### src/rtl/decode_stage_pipelined.sv
// -----------------------------------------------------------------------------
// decode_stage_pipelined
//
// RV32I-style decode stage that sits between fetch and execute. It contains:
//   - the architectural register file, with an optional same-cycle writeback
//     bypass on reads
//   - immediate generation for the I/S/B/U/J formats
//   - load-use hazard detection, which holds fetch and inserts a bubble
//   - a registered ID/EX stage with a valid/ready handshake and flush
//   - a saturating counter of stalled fetch cycles
//
// Ports
//   clk, rst              clock; asynchronous active-low reset
//   in_valid / in_ready   fetch -> decode handshake (in_ready is combinational)
//   instruction, pc       instruction word and its address
//   wb_*                  writeback port into the register file
//   ex_mem_read, ex_rd    load currently in EX, used for load-use detection
//   flush                 kills the ID/EX contents (taken branch / mispredict)
//   out_valid / out_ready ID/EX -> execute handshake
//   out_*                 registered decode results
//   stall_cycles          saturating count of cycles fetch was held
// -----------------------------------------------------------------------------
module decode_stage_pipelined #(
    parameter int XLEN      = 32,
    parameter int NUM_REGS  = 32,
    parameter int REG_ID_W  = $clog2(NUM_REGS),
    parameter bit BYPASS_WB = 1'b1,
    parameter bit HAZARD_EN = 1'b1
) (
    input  logic                clk,
    input  logic                rst,
    input  logic                in_valid,
    output logic                in_ready,
    input  logic [31:0]         instruction,
    input  logic [XLEN-1:0]     pc,
    input  logic                wb_reg_write,
    input  logic [REG_ID_W-1:0] wb_write_id,
    input  logic [XLEN-1:0]     wb_write_data,
    input  logic                ex_mem_read,
    input  logic [REG_ID_W-1:0] ex_rd,
    input  logic                flush,
    output logic                out_valid,
    input  logic                out_ready,
    output logic [XLEN-1:0]     out_data1,
    output logic [XLEN-1:0]     out_data2,
    output logic [XLEN-1:0]     out_imm,
    output logic [REG_ID_W-1:0] out_rs1,
    output logic [REG_ID_W-1:0] out_rs2,
    output logic [REG_ID_W-1:0] out_rd,
    output logic [6:0]          out_opcode,
    output logic [2:0]          out_funct3,
    output logic [6:0]          out_funct7,
    output logic [XLEN-1:0]     out_pc,
    output logic [XLEN-1:0]     out_pc_branch,
    output logic                out_reg_write,
    output logic                out_mem_read,
    output logic                out_mem_write,
    output logic [31:0]         stall_cycles
);

    localparam logic [6:0] OP_R      = 7'b0110011;
    localparam logic [6:0] OP_I_ALU  = 7'b0010011;
    localparam logic [6:0] OP_LOAD   = 7'b0000011;
    localparam logic [6:0] OP_JALR   = 7'b1100111;
    localparam logic [6:0] OP_STORE  = 7'b0100011;
    localparam logic [6:0] OP_BRANCH = 7'b1100011;
    localparam logic [6:0] OP_LUI    = 7'b0110111;
    localparam logic [6:0] OP_AUIPC  = 7'b0010111;
    localparam logic [6:0] OP_JAL    = 7'b1101111;

    // ---------------------------------------------------------------------
    // Field extraction
    // ---------------------------------------------------------------------
    logic [6:0]          w_opcode;
    logic [2:0]          w_funct3;
    logic [6:0]          w_funct7;
    logic [REG_ID_W-1:0] w_rs1;
    logic [REG_ID_W-1:0] w_rs2;
    logic [REG_ID_W-1:0] w_rd;

    assign w_opcode = instruction[6:0];
    assign w_funct3 = instruction[14:12];
    assign w_funct7 = instruction[31:25];
    // The 5-bit ISA fields are resized to the register index width so that
    // smaller register files still decode (upper field bits are ignored).
    assign w_rs1    = REG_ID_W'(instruction[19:15]);
    assign w_rs2    = REG_ID_W'(instruction[24:20]);
    assign w_rd     = REG_ID_W'(instruction[11:7]);

    // ---------------------------------------------------------------------
    // Register file
    // ---------------------------------------------------------------------
    logic [XLEN-1:0] r_regs [NUM_REGS];

    always_ff @(posedge clk or negedge rst) begin
        if (!rst) begin
            for (int i = 0; i < NUM_REGS; i++) begin
                r_regs[i] <= '0;
            end
        end else if (wb_reg_write && (wb_write_id != '0)) begin
            r_regs[wb_write_id] <= wb_write_data;
        end
    end

    function automatic logic [XLEN-1:0] read_reg(input logic [REG_ID_W-1:0] idx);
        logic [XLEN-1:0] v;
        v = '0;
        if (idx != '0) begin
            if (BYPASS_WB && wb_reg_write && (wb_write_id == idx)) begin
                v = wb_write_data;
            end else begin
                v = r_regs[idx];
            end
        end
        return v;
    endfunction

    logic [XLEN-1:0] w_data1;
    logic [XLEN-1:0] w_data2;

    assign w_data1 = read_reg(w_rs1);
    assign w_data2 = read_reg(w_rs2);

    // ---------------------------------------------------------------------
    // Immediate generation: build the 32-bit RV32 immediate, then
    // sign-extend it to XLEN through a signed cast.
    // ---------------------------------------------------------------------
    logic signed [31:0] w_imm32;
    logic [XLEN-1:0]    w_imm;

    always_comb begin
        w_imm32 = '0;
        case (w_opcode)
            OP_I_ALU, OP_LOAD, OP_JALR:
                w_imm32 = {{20{instruction[31]}}, instruction[31:20]};
            OP_STORE:
                w_imm32 = {{20{instruction[31]}}, instruction[31:25], instruction[11:7]};
            OP_BRANCH:
                w_imm32 = {{19{instruction[31]}}, instruction[31], instruction[7],
                           instruction[30:25], instruction[11:8], 1'b0};
            OP_LUI, OP_AUIPC:
                w_imm32 = {instruction[31:12], 12'b0};
            OP_JAL:
                w_imm32 = {{11{instruction[31]}}, instruction[31], instruction[19:12],
                           instruction[20], instruction[30:21], 1'b0};
            default:
                w_imm32 = '0;
        endcase
    end

    assign w_imm = XLEN'(w_imm32);

    // ---------------------------------------------------------------------
    // Control decode
    // ---------------------------------------------------------------------
    logic w_reg_write;
    logic w_mem_read;
    logic w_mem_write;
    logic w_uses_rs1;
    logic w_uses_rs2;

    always_comb begin
        w_reg_write = 1'b0;
        case (w_opcode)
            OP_R, OP_I_ALU, OP_LOAD, OP_LUI, OP_AUIPC, OP_JAL, OP_JALR:
                w_reg_write = (w_rd != '0);
            default:
                w_reg_write = 1'b0;
        endcase
    end

    assign w_mem_read  = (w_opcode == OP_LOAD);
    assign w_mem_write = (w_opcode == OP_STORE);
    assign w_uses_rs1  = !((w_opcode == OP_LUI) || (w_opcode == OP_AUIPC) ||
                           (w_opcode == OP_JAL));
    assign w_uses_rs2  = (w_opcode == OP_R) || (w_opcode == OP_STORE) ||
                         (w_opcode == OP_BRANCH);

    // ---------------------------------------------------------------------
    // Load-use hazard and fetch handshake
    // ---------------------------------------------------------------------
    logic w_hazard;
    logic w_accept;
    logic r_valid;

    assign w_hazard = HAZARD_EN && in_valid && ex_mem_read && (ex_rd != '0) &&
                      ((w_uses_rs1 && (w_rs1 == ex_rd)) ||
                       (w_uses_rs2 && (w_rs2 == ex_rd)));

    assign in_ready = !flush && !w_hazard && (!r_valid || out_ready);
    assign w_accept = in_valid && in_ready;

    // ---------------------------------------------------------------------
    // ID/EX register. Flush wins over backpressure; a held entry blocks
    // everything else; a hazard or an idle cycle leaves a bubble. The payload
    // only changes on accept, so flushed or bubbled entries keep stale data
    // behind out_valid=0.
    // ---------------------------------------------------------------------
    always_ff @(posedge clk or negedge rst) begin
        if (!rst) begin
            r_valid       <= 1'b0;
            out_data1     <= '0;
            out_data2     <= '0;
            out_imm       <= '0;
            out_rs1       <= '0;
            out_rs2       <= '0;
            out_rd        <= '0;
            out_opcode    <= '0;
            out_funct3    <= '0;
            out_funct7    <= '0;
            out_pc        <= '0;
            out_pc_branch <= '0;
            out_reg_write <= 1'b0;
            out_mem_read  <= 1'b0;
            out_mem_write <= 1'b0;
        end else if (flush) begin
            r_valid <= 1'b0;
        end else if (r_valid && !out_ready) begin
            r_valid <= r_valid;
        end else if (w_hazard) begin
            r_valid <= 1'b0;
        end else if (w_accept) begin
            r_valid       <= 1'b1;
            out_data1     <= w_data1;
            out_data2     <= w_data2;
            out_imm       <= w_imm;
            out_rs1       <= w_rs1;
            out_rs2       <= w_rs2;
            out_rd        <= w_rd;
            out_opcode    <= w_opcode;
            out_funct3    <= w_funct3;
            out_funct7    <= w_funct7;
            out_pc        <= pc;
            out_pc_branch <= pc + w_imm;
            out_reg_write <= w_reg_write;
            out_mem_read  <= w_mem_read;
            out_mem_write <= w_mem_write;
        end else begin
            r_valid <= 1'b0;
        end
    end

    assign out_valid = r_valid;

    // ---------------------------------------------------------------------
    // Stall counter: cycles fetch offered an instruction that was refused for
    // a reason other than flush. Saturates instead of wrapping.
    // ---------------------------------------------------------------------
    logic [31:0] r_stall_cycles;

    always_ff @(posedge clk or negedge rst) begin
        if (!rst) begin
            r_stall_cycles <= '0;
        end else if (in_valid && !in_ready && !flush && (r_stall_cycles != '1)) begin
            r_stall_cycles <= r_stall_cycles + 32'd1;
        end
    end

    assign stall_cycles = r_stall_cycles;

endmodule

### config.mk
export PLATFORM = sky130hd
export DESIGN_NAME = decode_stage_pipelined
export DESIGN_NICKNAME = d
export VERILOG_FILES = /design/src/rtl/decode_stage_pipelined.sv
export SDC_FILE = /design/constraint.sdc
export NUM_CORES = 2
export LEC_CHECK = 0
export CORE_MARGIN = 8
export CORE_UTILIZATION = 50
export CTS_CLUSTER_SIZE = 8
export DETAILED_ROUTE_END_ITERATION = 10
export GPL_ROUTABILITY_DRIVEN = 0
export GPL_TIMING_DRIVEN = 0
export PLACE_DENSITY = 0.68
export SLEW_MARGIN = 20
export SYNTH_ARGS = -nofsm -noshare
export SYNTH_HDL_FRONTEND = slang
export SYNTH_SLANG_ARGS = --single-unit
export TNS_END_PERCENT = 1
### constraint.sdc
create_clock -name clk -period 5.39 [get_ports clk]
set_input_delay 1.617 -clock clk [delete_from_list [all_inputs] [get_ports clk]]
set_output_delay 1.617 -clock clk [all_outputs]
set_load 0.01 [all_outputs]
==> metrics.md <==
| Metric | Value |
|---|---|
| Status | finished, violations left |
| Failing checks | negative setup slack |
| Final hold violations | 0 |
| H-tree depth | 4 |
| Filler cells | 10200 |
| Crit path cell chain | dlygate4sd2_1 -> or3b_4 -> a21oi_4 -> buf_12 -> nor4_2 -> o21ai_4 -> o21a_1 -> dlygate4sd2_1 |
| Clk_skew | roughly 0.022 ns |
| Pins Over Slew Limit | 0 |
| Crit end category | primary output |
| Final ANT Viol Nets | 0 |
| Vias in the first global route | 44600 |
| Cell family with most CP delay | compound AO/OA/AOI/OAI gates |
| Core area | approximately 0.13 mm² |
| Most Crowded Layer GR | met2 |
| Crit path max fanout | 6 |
| WL final | ~220 mm |
| Final layout net count | ~5000 |
| Via count | roughly 44000 |
| Yosys warnings | 0 |
| Io pins | ~340 |
| Synth Instances | ~4400 |
| Avg Cell Area, Syn | around 15 µm² |
| CTS tree | built |
| Synthesized area | 0.0651 mm² |
| Async set-reset flop share out of synthesis | 100% |
| R2R setup slack | around 2.6 ns |
| Hold buffers post-CTS | 0 |
| Crit path time final | about 5.4 ns |
| CTS root buffer | clkbuf_16 |
| Data arrival, critical path | 3.78 ns |
| Initial antenna violation count | 18 |
| Sequential area share after synthesis | between 40% and 50% |
| Die area | around 0.14 mm² |
| Flops & latches, synth | approximately 1300 |
| Worst path required time | about 3.8 ns |
| Largest net degree at the start of global routing | roughly 140 |
| CTS Sinks | about 1300 |
| Reg2reg path depth | 8 |
| Tcrit/Tclk final | 100% |
| Die height | about 380 µm |
| Total clock buffers created by CTS | 174 |
| GRT met1 Usage | approximately two fifths |
| GR Layer Usage met2 | between 40% and 50% |
| Fmax | roughly 190 MHz |
| Global-route wire length before repair | approximately 310 mm |
| Die W | approximately 380 µm |
| EDFF count, synth | 0 |
| Critical path type | input pin to primary output |
| Final core utilization | about three fifths |
| Post-DP HPWL | 159 mm |
| Leak Pwr | ~33 nW |
| CP startpoint kind | input pin |
| Crit path to | in_ready |
| Layout cells sized above 1 | 41.5% |
| Met3 GRT Util | a little under a tenth |
| Overall Global Routing Usage | between 30% and 40% |
| Worst-Margin Slew | around 1.2 ns |
| Grt total ovfl | 0 |
| Clk buf depth | 3 |
| Reg-to-reg endpoint | out_data1[17]$_DFFE_PN0P_ |
| Number of DRC markers in iteration 0 | around 4400 |
| Crit path from | instruction[3] |
| DRC Markers | 0 |
| Max incr delay on CP | between 0.4 and 0.5 ns |
| Max cap viols | 0 |
| Layout area overhead | 16.2% |
| Port Buffers | 326 |
| P per Cell Area | approximately 380 mW/mm² |
| Final setup violation count | 1 |
| Worst-Skew Late Latency | roughly 0.8 ns |
| Synth cell types | 66 |
| Vias/cell | 6.56 |
| First-pass DRT Iterations | 9 |
| CTS clk-pin slew, worst paths | about 0.050 ns |
| Syn nets | around 4500 |
| Starting Density | between 50% and 60% |
| Slew HR | between 10% and 20% |
| Setup TNS | -0.00641 ns |
| Final worst slack | -0.00641 ns |
| Unrepaired setup endpoints after global routing | no |
| Top_reg_cell synth | dfrtp_1 |
| Avg WL per Cell | between 30 and 40 µm |
| Worst path most repeated cell | dlygate4sd2_1 |
| Reg-to-reg startpoint | out_valid$_DFFE_PN0P_ |
| Slowest-stage cell, CP | o21ai_4 |
| Maximum VDD drop | approximately 330 µV |
| Critical path depth | 8 |
| Min-delay worst type | flip-flop to flip-flop |
| Rows | between 100 and 150 |
| Crit path buf inv count | 3 |
[state kept, by name, summed over array words and instances (netlist names)]
| register | flops |
|---|---|
| out_reg_write | 1 |
| out_funct3 | 3 |
| out_pc | 32 |
| out_pc_branch | 32 |
| out_rs1 | 5 |
| out_rs2 | 5 |
| out_opcode | 7 |
| out_imm | 32 |
| out_funct7 | 7 |
| out_data1 | 32 |
| out_rd | 5 |
| stall_cycles | 32 |
| out_valid | 1 |
| r_regs | 1024 |
| out_data2 | 32 |
| out_mem_write | 1 |
| out_mem_read | 1 |
[logic make-up (layout without fill, tap and decap cells)]
group,count (synthesis),count (layout),share of synthesized area (%)
fa+ha+maj,33,33,0.646
other cells,0,9,0
simple gates,524,524,3.52
buf+inv,452,982,2.80
xor+xnor,77,77,1.04
compound gates,295,295,2.67
flops,1252,1252,48.1
mux,1749,1749,41.2
[per-stage QoR]
stage	hold WS [ns]	instance area [µm²]	setup WS, ns	power, mW	std cells
CTS	0.475	75600	-0.0629	28.5	6654
detailed placement	0.462	70900	-2.34	18.7	6463
global route	0.488	75700	0.00136	29.5	6655
floorplan	0.441	65100	0.227	16.2	4382
global placement	0.453	70500	-55.37	18.6	6450
finish	0.471	75700	-0.00641	28.5	6663
[power by group]
group	switching (mW)	total (mW)	internal (mW)
combinational	2.67	6.31	3.64
sequential	1.23	12.4	11.2
clock	3.98	9.75	5.78
total	7.88	28.5	20.6
[per-layer routing]
layer	wire, µm	vias up	share of wire, %
met5	51	-	0.023
met4	7900	8	3.6
met3	23200	476	11
met2	99700	2193	46
met1	86200	23400	40
li1	-	17600	-
[cell usage after synthesis, types with 15 or more instances]
cell | n | area, µm²
clkbuf_1 | 282 | 1060
nor2_1 | 44 | 165
ha_1 | 32 | 400
mux4_2 | 640 | 14400
buf_1 | 72 | 270
nand3_1 | 28 | 140
o21ai_0 | 174 | 871
xor2_1 | 43 | 377
a21o_1 | 29 | 218
mux2_2 | 1043 | 11700
dfrtp_1 | 1252 | 31300
nand4_1 | 15 | 93.8
nand2_1 | 351 | 1320
mux2i_1 | 66 | 661
buf_2 | 82 | 410
xnor2_1 | 34 | 298
a21oi_1 | 23 | 115
[how the worst min path moves through the flow]
stage / start / cells past startpoint / end
4_1_cts: out_funct7[4]$_DFFE_PN0P_ / 2 / out_funct7[4]$_DFFE_PN0P_
2_1_floorplan: r_regs[1000]$_DFFE_PN0P_ / 1 / r_regs[1000]$_DFFE_PN0P_
3_5_place_dp: out_pc[25]$_DFFE_PN0P_ / 2 / out_pc[25]$_DFFE_PN0P_
5_1_grt: out_pc[22]$_DFFE_PN0P_ / 2 / out_pc[22]$_DFFE_PN0P_
6_report: out_funct7[4]$_DFFE_PN0P_ / 2 / out_funct7[4]$_DFFE_PN0P_
3_3_place_gp: r_regs[1010]$_DFFE_PN0P_ / 1 / r_regs[1010]$_DFFE_PN0P_
[worst min-delay path, cell delays in order (launching register included)]
cell	delay (ns)
dfrtp_1	0.33
nand2_1	0.05
nand2_1	0.05
[layout by cell type (no fill, tap or decap), types with 44 or more instances in the layout]
cell / n
dfrtp_1: 1252
mux2_2: 1043
mux4_2: 640
nand2_1: 351
clkdlybuf4s50_1: 320
clkbuf_1: 262
clkbuf_16: 179
o21ai_0: 172
buf_2: 89
mux2i_1: 66
buf_1: 60
nor2_1: 44
[area by class of cell]
class / count / area (µm²) / area share (%)
Antenna cell: 9 / 22.5 / 0.0298
Buffer: 440 / 1840 / 2.43
Clock buffer: 180 / 4480 / 5.92
Clock inverter: 8 / 66.3 / 0.0876
Inverter: 11 / 41.3 / 0.0546
Multi-Input combinational cell: 2678 / 32100 / 42.4
Sequential cell: 1252 / 31300 / 41.4
Tap cell: 1742 / 2180 / 2.88
Timing Repair Buffer: 343 / 3640 / 4.81
[repair_timing]
| item | in CTS | in global routing |
|---|---|---|
| pin swaps | 5 | 0 |
| endpoints found under the setup margin | 64 | 13 |
| buffers inserted | 4 | 0 |
| resized for setup | 28 | 10 |
| gates cloned | 0 | 0 |
(Power assumes the default switching activity.)
